$ cat config.mk
export PLATFORM = sky130hd
export DESIGN_NAME = mult_accum_flat
export DESIGN_NICKNAME = d
export VERILOG_FILES = /design/src/rtl/mult_accum_if.sv /design/src/rtl/mult_accum.sv /design/src/flat_wrapper.sv
export SDC_FILE = /design/constraint.sdc
export NUM_CORES = 1
export LEC_CHECK = 0
export ABC_AREA = 1
export BUFFER_PORTS_ARGS = -buffer_cell sky130_fd_sc_hd__buf_4
export CORE_ASPECT_RATIO = 1.2
export CORE_UTILIZATION = 51
export CTS_BUF_LIST = sky130_fd_sc_hd__clkbuf_8
export CTS_CLUSTER_DIAMETER = 150
export CTS_CLUSTER_SIZE = 30
export DETAILED_ROUTE_END_ITERATION = 10
export PLACE_DENSITY = 0.75
export SLEW_MARGIN = 10
export SYNTH_ARGS = -nofsm -noshare
export SYNTH_HDL_FRONTEND = slang
export SYNTH_SLANG_ARGS = --single-unit
$ cat constraint.sdc
create_clock -name clk -period 4.8 [get_ports clk]
set_clock_uncertainty 0.2 [all_clocks]
set_input_delay 0.96 -clock clk [delete_from_list [all_inputs] [get_ports clk]]
set_output_delay 0.96 -clock clk [all_outputs]
set_load 0.005 [all_outputs]
$ cat src/rtl/mult_accum_if.sv
// Handshake bundle for mult_accum: product input channel and result output channel.
// master = upstream producer plus result consumer; slave = the accumulator.
interface mult_accum_if #(
  parameter int PRODUCT_WIDTH = 16,
  parameter int OUT_WIDTH     = 18,
  parameter int COUNT_WIDTH   = 3
);
  logic                     in_valid;
  logic                     in_ready;
  logic [PRODUCT_WIDTH-1:0] product;
  logic                     in_last;
  logic                     out_valid;
  logic                     out_ready;
  logic [OUT_WIDTH-1:0]     result;
  logic                     out_overflow;
  logic [COUNT_WIDTH-1:0]   out_count;

  modport master (
    output in_valid, product, in_last, out_ready,
    input  in_ready, out_valid, result, out_overflow, out_count
  );

  modport slave (
    input  in_valid, product, in_last, out_ready,
    output in_ready, out_valid, result, out_overflow, out_count
  );
endinterface

$ cat src/rtl/mult_accum.sv
// Accumulates a stream of products into one sum per group (accumulate half of a MAC).
// Define MULT_ACCUM_SAT_EN to saturate each add instead of wrapping modulo 2^OUT_WIDTH.
module mult_accum #(
  parameter int PRODUCT_WIDTH = 16,
  parameter bit IS_SIGNED     = 1'b0,
  parameter int NUM_TERMS     = 4,
  parameter int OUT_WIDTH     = 18,
  localparam int COUNT_WIDTH  = $clog2(NUM_TERMS + 1)
) (
  input logic         clk,
  input logic         rst_n,
  mult_accum_if.slave bus
);
  localparam int SUM_WIDTH = OUT_WIDTH + 1;

  typedef enum logic {
    ACCUM = 1'b0,
    HOLD  = 1'b1
  } state_t;

  state_t                 state_reg;
  logic [OUT_WIDTH-1:0]   acc_reg;
  logic [COUNT_WIDTH-1:0] count_reg;
  logic                   ovf_reg;
  logic [OUT_WIDTH-1:0]   result_reg;
  logic [COUNT_WIDTH-1:0] out_count_reg;
  logic                   out_ovf_reg;
  logic                   out_valid_reg;
  logic                   in_ready_reg;

  logic                   product_sign;
  logic [SUM_WIDTH-1:0]   product_ext;
  logic [SUM_WIDTH-1:0]   acc_ext;
  logic [SUM_WIDTH-1:0]   sum_raw;
  logic                   step_ovf;
  logic [OUT_WIDTH-1:0]   sum_next;
  logic [COUNT_WIDTH-1:0] count_next;
  logic                   accept;
  logic                   group_end;

  // Both operands are widened by one bit so the true sum is always representable.
  assign product_sign = IS_SIGNED & bus.product[PRODUCT_WIDTH-1];

  for (genvar gi = 0; gi < SUM_WIDTH; gi++) begin : g_ext
    if (gi < PRODUCT_WIDTH) begin : g_data
      assign product_ext[gi] = bus.product[gi];
    end else begin : g_sign
      assign product_ext[gi] = product_sign;
    end
  end

  assign acc_ext = {IS_SIGNED & acc_reg[OUT_WIDTH-1], acc_reg};
  assign sum_raw = acc_ext + product_ext;

  // Signed: the two top bits disagree when the sum left the OUT_WIDTH range.
  assign step_ovf = IS_SIGNED ? (sum_raw[OUT_WIDTH] ^ sum_raw[OUT_WIDTH-1])
                              : sum_raw[OUT_WIDTH];

`ifdef MULT_ACCUM_SAT_EN
  logic [OUT_WIDTH-1:0] sat_max;
  logic [OUT_WIDTH-1:0] sat_min;

  assign sat_max = IS_SIGNED ? {1'b0, {(OUT_WIDTH-1){1'b1}}} : {OUT_WIDTH{1'b1}};
  assign sat_min = {1'b1, {(OUT_WIDTH-1){1'b0}}};

  always_comb begin
    sum_next = sum_raw[OUT_WIDTH-1:0];
    if (step_ovf) begin
      // The top bit of the widened sum gives the direction of a signed overflow.
      if (IS_SIGNED && sum_raw[OUT_WIDTH]) begin
        sum_next = sat_min;
      end else begin
        sum_next = sat_max;
      end
    end
  end
`else
  assign sum_next = sum_raw[OUT_WIDTH-1:0];
`endif

  assign count_next = count_reg + COUNT_WIDTH'(1);
  assign accept     = bus.in_valid && in_ready_reg;
  assign group_end  = bus.in_last || (count_next == COUNT_WIDTH'(NUM_TERMS));

  always_ff @(posedge clk or negedge rst_n) begin
    if (!rst_n) begin
      state_reg     <= ACCUM;
      acc_reg       <= '0;
      count_reg     <= '0;
      ovf_reg       <= 1'b0;
      result_reg    <= '0;
      out_count_reg <= '0;
      out_ovf_reg   <= 1'b0;
      out_valid_reg <= 1'b0;
      in_ready_reg  <= 1'b1;
    end else begin
      case (state_reg)
        ACCUM: begin
          if (accept) begin
            acc_reg   <= sum_next;
            count_reg <= count_next;
            ovf_reg   <= ovf_reg | step_ovf;
            if (group_end) begin
              result_reg    <= sum_next;
              out_count_reg <= count_next;
              out_ovf_reg   <= ovf_reg | step_ovf;
              out_valid_reg <= 1'b1;
              in_ready_reg  <= 1'b0;
              state_reg     <= HOLD;
            end
          end
        end
        HOLD: begin
          // Result stays frozen until taken; the accept bubble follows the handshake.
          if (bus.out_ready) begin
            acc_reg       <= '0;
            count_reg     <= '0;
            ovf_reg       <= 1'b0;
            out_valid_reg <= 1'b0;
            in_ready_reg  <= 1'b1;
            state_reg     <= ACCUM;
          end
        end
        default: begin
          state_reg <= ACCUM;
        end
      endcase
    end
  end

  assign bus.in_ready     = in_ready_reg;
  assign bus.out_valid    = out_valid_reg;
  assign bus.result       = result_reg;
  assign bus.out_count    = out_count_reg;
  assign bus.out_overflow = out_ovf_reg;
endmodule
$ cat src/flat_wrapper.sv
// flat-port wrapper written by rule: the top's interface ports become plain ports
module mult_accum_flat 
#(
  parameter int PRODUCT_WIDTH = 16,
  parameter bit IS_SIGNED     = 1'b0,
  parameter int NUM_TERMS     = 4,
  parameter int OUT_WIDTH     = 18,
  localparam int COUNT_WIDTH  = $clog2(NUM_TERMS + 1)
)
  (clk, rst_n, bus_in_valid, bus_product, bus_in_last, bus_out_ready, bus_in_ready, bus_out_valid, bus_result, bus_out_overflow, bus_out_count);
  mult_accum_if #(.PRODUCT_WIDTH(PRODUCT_WIDTH), .OUT_WIDTH(OUT_WIDTH)) bus_i ();
  input logic clk;
  input logic rst_n;
  input wire logic [$bits(bus_i.in_valid)-1:0] bus_in_valid;
  input wire logic [$bits(bus_i.product)-1:0] bus_product;
  input wire logic [$bits(bus_i.in_last)-1:0] bus_in_last;
  input wire logic [$bits(bus_i.out_ready)-1:0] bus_out_ready;
  output wire logic [$bits(bus_i.in_ready)-1:0] bus_in_ready;
  output wire logic [$bits(bus_i.out_valid)-1:0] bus_out_valid;
  output wire logic [$bits(bus_i.result)-1:0] bus_result;
  output wire logic [$bits(bus_i.out_overflow)-1:0] bus_out_overflow;
  output wire logic [$bits(bus_i.out_count)-1:0] bus_out_count;
  assign bus_i.in_valid = bus_in_valid;
  assign bus_i.product = bus_product;
  assign bus_i.in_last = bus_in_last;
  assign bus_i.out_ready = bus_out_ready;
  assign bus_in_ready = bus_i.in_ready;
  assign bus_out_valid = bus_i.out_valid;
  assign bus_result = bus_i.result;
  assign bus_out_overflow = bus_i.out_overflow;
  assign bus_out_count = bus_i.out_count;
  mult_accum #(.PRODUCT_WIDTH(PRODUCT_WIDTH), .IS_SIGNED(IS_SIGNED), .NUM_TERMS(NUM_TERMS), .OUT_WIDTH(OUT_WIDTH)) u_core (.clk(clk), .rst_n(rst_n), .bus(bus_i));
endmodule
==> impl_metrics.json <==
{
  "die-area_um2": 5720,
  "grt_pass1_vias": 2467,
  "drt-total-wl_um": 6410,
  "cts_setup_buffers": 0,
  "wire_per_inst_um": 13.5,
  "startpoint_type": "input pin",
  "power.leakage_nw": 1.83,
  "io_pins": 45,
  "drtIter0Drc": 129,
  "yosysSeqAreaShare_pct": 42.6,
  "fin_tns_setup_ns": 0,
  "clk_latency_ns": 0.31,
  "root_buffer": "clkbuf_8",
  "layout.nets": 450,
  "cts_max_path_buffers": 2,
  "synth_area_um2": 2770,
  "max_stage_delay_ns": 0.44,
  "grt_pass1_wl_um": 10900,
  "diodes": 0,
  "syn_inst": 364,
  "slew_viol_final": 0,
  "p_int_mw": 1.20,
  "finalHoldViolations": 0,
  "max_freq_mhz": 400,
  "worstPathCellList": "buf_4 > ha_1 > fa_1 > nand3_1 > nand3_2 > nand2_1 > nand2_2 > nand3_1 > nand2_1 > nand2_1 > nand2_1 > nand2_1 > nand2_1",
  "cts_tree": "done",
  "yosysUniqueCellTypes": 27,
  "fin_util_pct": 62.4,
  "cts.htree.levels": 2,
  "initial_core_util_pct": 52.6,
  "synth_warnings": 0,
  "antenna_left": 0,
  "drive_gt1_share_pct": 16.8,
  "groute.usage.overall_pct": 24.2,
  "hold_path_class": "register to register",
  "seqPwrFrac_pct": 32.7,
  "vias": 2516,
  "post-place-ws_ns": 1.97,
  "avgSynthCellArea_um2": 7.60,
  "gp_congestion": 0.838,
  "syn_nets": 404,
  "p_clk_share_pct": 17.2,
  "cts_resized": 0,
  "power_mw": 2.07,
  "rows": 29,
  "worst-endpoint-required_ns": 4.81,
  "synth-seq-cells": 47,
  "maxSlewHeadroom_pct": 53.7,
  "fp.dieH_um": 82.7,
  "status": "finished clean",
  "crit_top_cell": "nand2_1",
  "p_sw_share_pct": 41.7,
  "worst_pin_slew_ns": 0.693,
  "setup_viol": 0,
  "power.switching_mw": 0.863,
  "setup_slack_ns": 2.30,
  "postCtsHoldBufs": 0,
  "cp_slowest_cell": "fa_1",
  "crit_fanout": 3,
  "end_kind": "register",
  "drc_errors": 0,
  "place.port_buffers": 44,
  "drt-pass1-iter-count": 4,
  "cts_buffers": 5,
  "final.min_clock_period_ns": 2.50,
  "core_um2": 5260,
  "hpwl_um": 4720,
  "clock-sinks": 47,
  "clk_pin_slew_ns": 0.10,
  "rsz0062_at_grt": "no",
  "critPathKind": "input pin to register",
  "antenna_found_initial": 0,
  "cp.arrival_ns": 2.51,
  "drv_cap": 0,
  "die_w_um": 69.2,
  "area_delta_synth_final_pct": 18.8,
  "powerDensity_nw_per_um2": 629,
  "grt-ovfl-total": 0,
  "grt_max_degree": 48,
  "viasPerCell": 5.32,
  "vdd_drop_max_mv": 0.355,
  "fillerInstances": 470,
  "comb_power_share_pct": 50.0,
  "period_share_pct": 52.1
}
-- per-layer routing --
| layer | routed length (um) | up-vias | part of all wire, % | global-route usage (%) |
|---|---|---|---|---|
| met5 | 0 | - | 0 | 0 |
| met4 | 199 | 0 | 3.1 | 10.2 |
| met3 | 207 | 17 | 3.2 | 3.16 |
| met2 | 3150 | 55 | 49 | 43.4 |
| met1 | 2850 | 1185 | 44 | 29.6 |
| li1 | - | 1259 | - | - |
-- worst max-delay path: cells and delay by family --
kind	cells	cell delay, ns
adders and majority gates	2	0.67
buffers and inverters	1	0.11
and+or+nand+nor	10	0.76
-- area by class of cell --
class | count | area (um^2) | area share, %
flip-flops and latches | 47 | 1180 | 35.8
clock inverters | 3 | 71.3 | 2.17
multi-input cells | 284 | 1450 | 44.2
clock buffers | 5 | 68.8 | 2.09
repair buffers | 45 | 338 | 10.3
well taps | 62 | 77.6 | 2.36
inverters | 27 | 101 | 3.08
-- cell usage in the layout (no fill, tap or decap), drive strengths merged --
| master | count |
|---|---|
| and2 | 1 |
| xor2 | 6 |
| o21ai | 22 |
| fa | 1 |
| o22ai | 1 |
| nor2 | 23 |
| ha | 18 |
| nand2 | 154 |
| xnor2 | 2 |
| clkbuf | 5 |
| nand3b | 5 |
| dfstp | 1 |
| or2 | 1 |
| nor3 | 4 |
| inv | 28 |
| buf | 45 |
| a21oi | 15 |
| bufinv | 2 |
| nand3 | 31 |
| dfrtp | 46 |
-- cell usage after synthesis --
library cell,count,area (um^2)
o21ai_0,20,100
a21oi_1,13,65.1
fa_1,1,20.0
ha_1,18,225
nand2_2,4,25.0
dfstp_2,1,26.3
nand3b_1,5,37.5
nand3_1,28,140
nor3_1,4,20.0
o21ai_1,2,10.0
nand3_4,1,17.5
inv_2,2,7.51
nor2_1,19,71.3
nand3_2,2,20.0
or2_1,1,6.26
xnor2_1,2,17.5
buf_6,1,11.3
a21oi_2,2,17.5
buf_2,5,25.0
nand2_1,150,563
o22ai_1,1,6.26
dfrtp_1,46,1150
nor2_4,1,11.3
xor2_1,6,52.6
nor2_2,3,18.8
and2_1,1,6.26
inv_1,25,93.8
-- metrics by stage --
stage,instances,hold WS (ns),cell area (um^2)
6_report,473,0.290,3290
5_1_grt,473,0.314,3290
4_1_cts,473,0.292,3290
3_5_place_dp,465,0.268,3150
3_3_place_gp,465,0.258,3150
2_1_floorplan,364,0.246,2770
-- path summary, 6_finish.rpt --
kind / endpoint / depth (start not counted) / from / slack (ns)
min in group asynchronous: u_core.bus.result[12]$_DFFE_PN0P_ / 1 / rst_n / 0.45
max reg2reg: u_core.bus.result[6]$_DFFE_PN0P_ / 6 / u_core.count_reg[0]$_DFFE_PN0P_ / 2.65
max: u_core.bus.out_overflow$_DFFE_PN0P_ / 13 / bus_product[0] / 2.30
min: u_core.bus.result[7]$_DFFE_PN0P_ / 2 / u_core.bus.result[7]$_DFFE_PN0P_ / 0.29
max in group asynchronous: u_core.acc_reg[8]$_DFFE_PN0P_ / 1 / rst_n / 3.55
min reg2reg: u_core.bus.result[7]$_DFFE_PN0P_ / 2 / u_core.bus.result[7]$_DFFE_PN0P_ / 0.29
-- cells by family (layout without fill, tap and decap cells) --
group	after synthesis	count (layout)	share of synthesized area, %
xor+xnor	8	8	2.53
simple gates	219	219	33.9
compound gates	38	38	7.19
fa+ha+maj	19	19	8.86
buf+inv	33	80	4.98
flops	47	47	42.6
-- power by group through the flow --
| stage | clock network, mW | registers, mW | logic, mW |
|---|---|---|---|
| global route | 0.375 | 0.701 | 1.19 |
| CTS | 0.363 | 0.678 | 1.04 |
| floorplan | 0 | 0.673 | 0.694 |
| detailed placement | 0 | 0.684 | 1.03 |
| finish | 0.357 | 0.677 | 1.03 |
| global placement | 0 | 0.678 | 1.01 |
No activity file was read; power rests on OpenSTA's default activity.
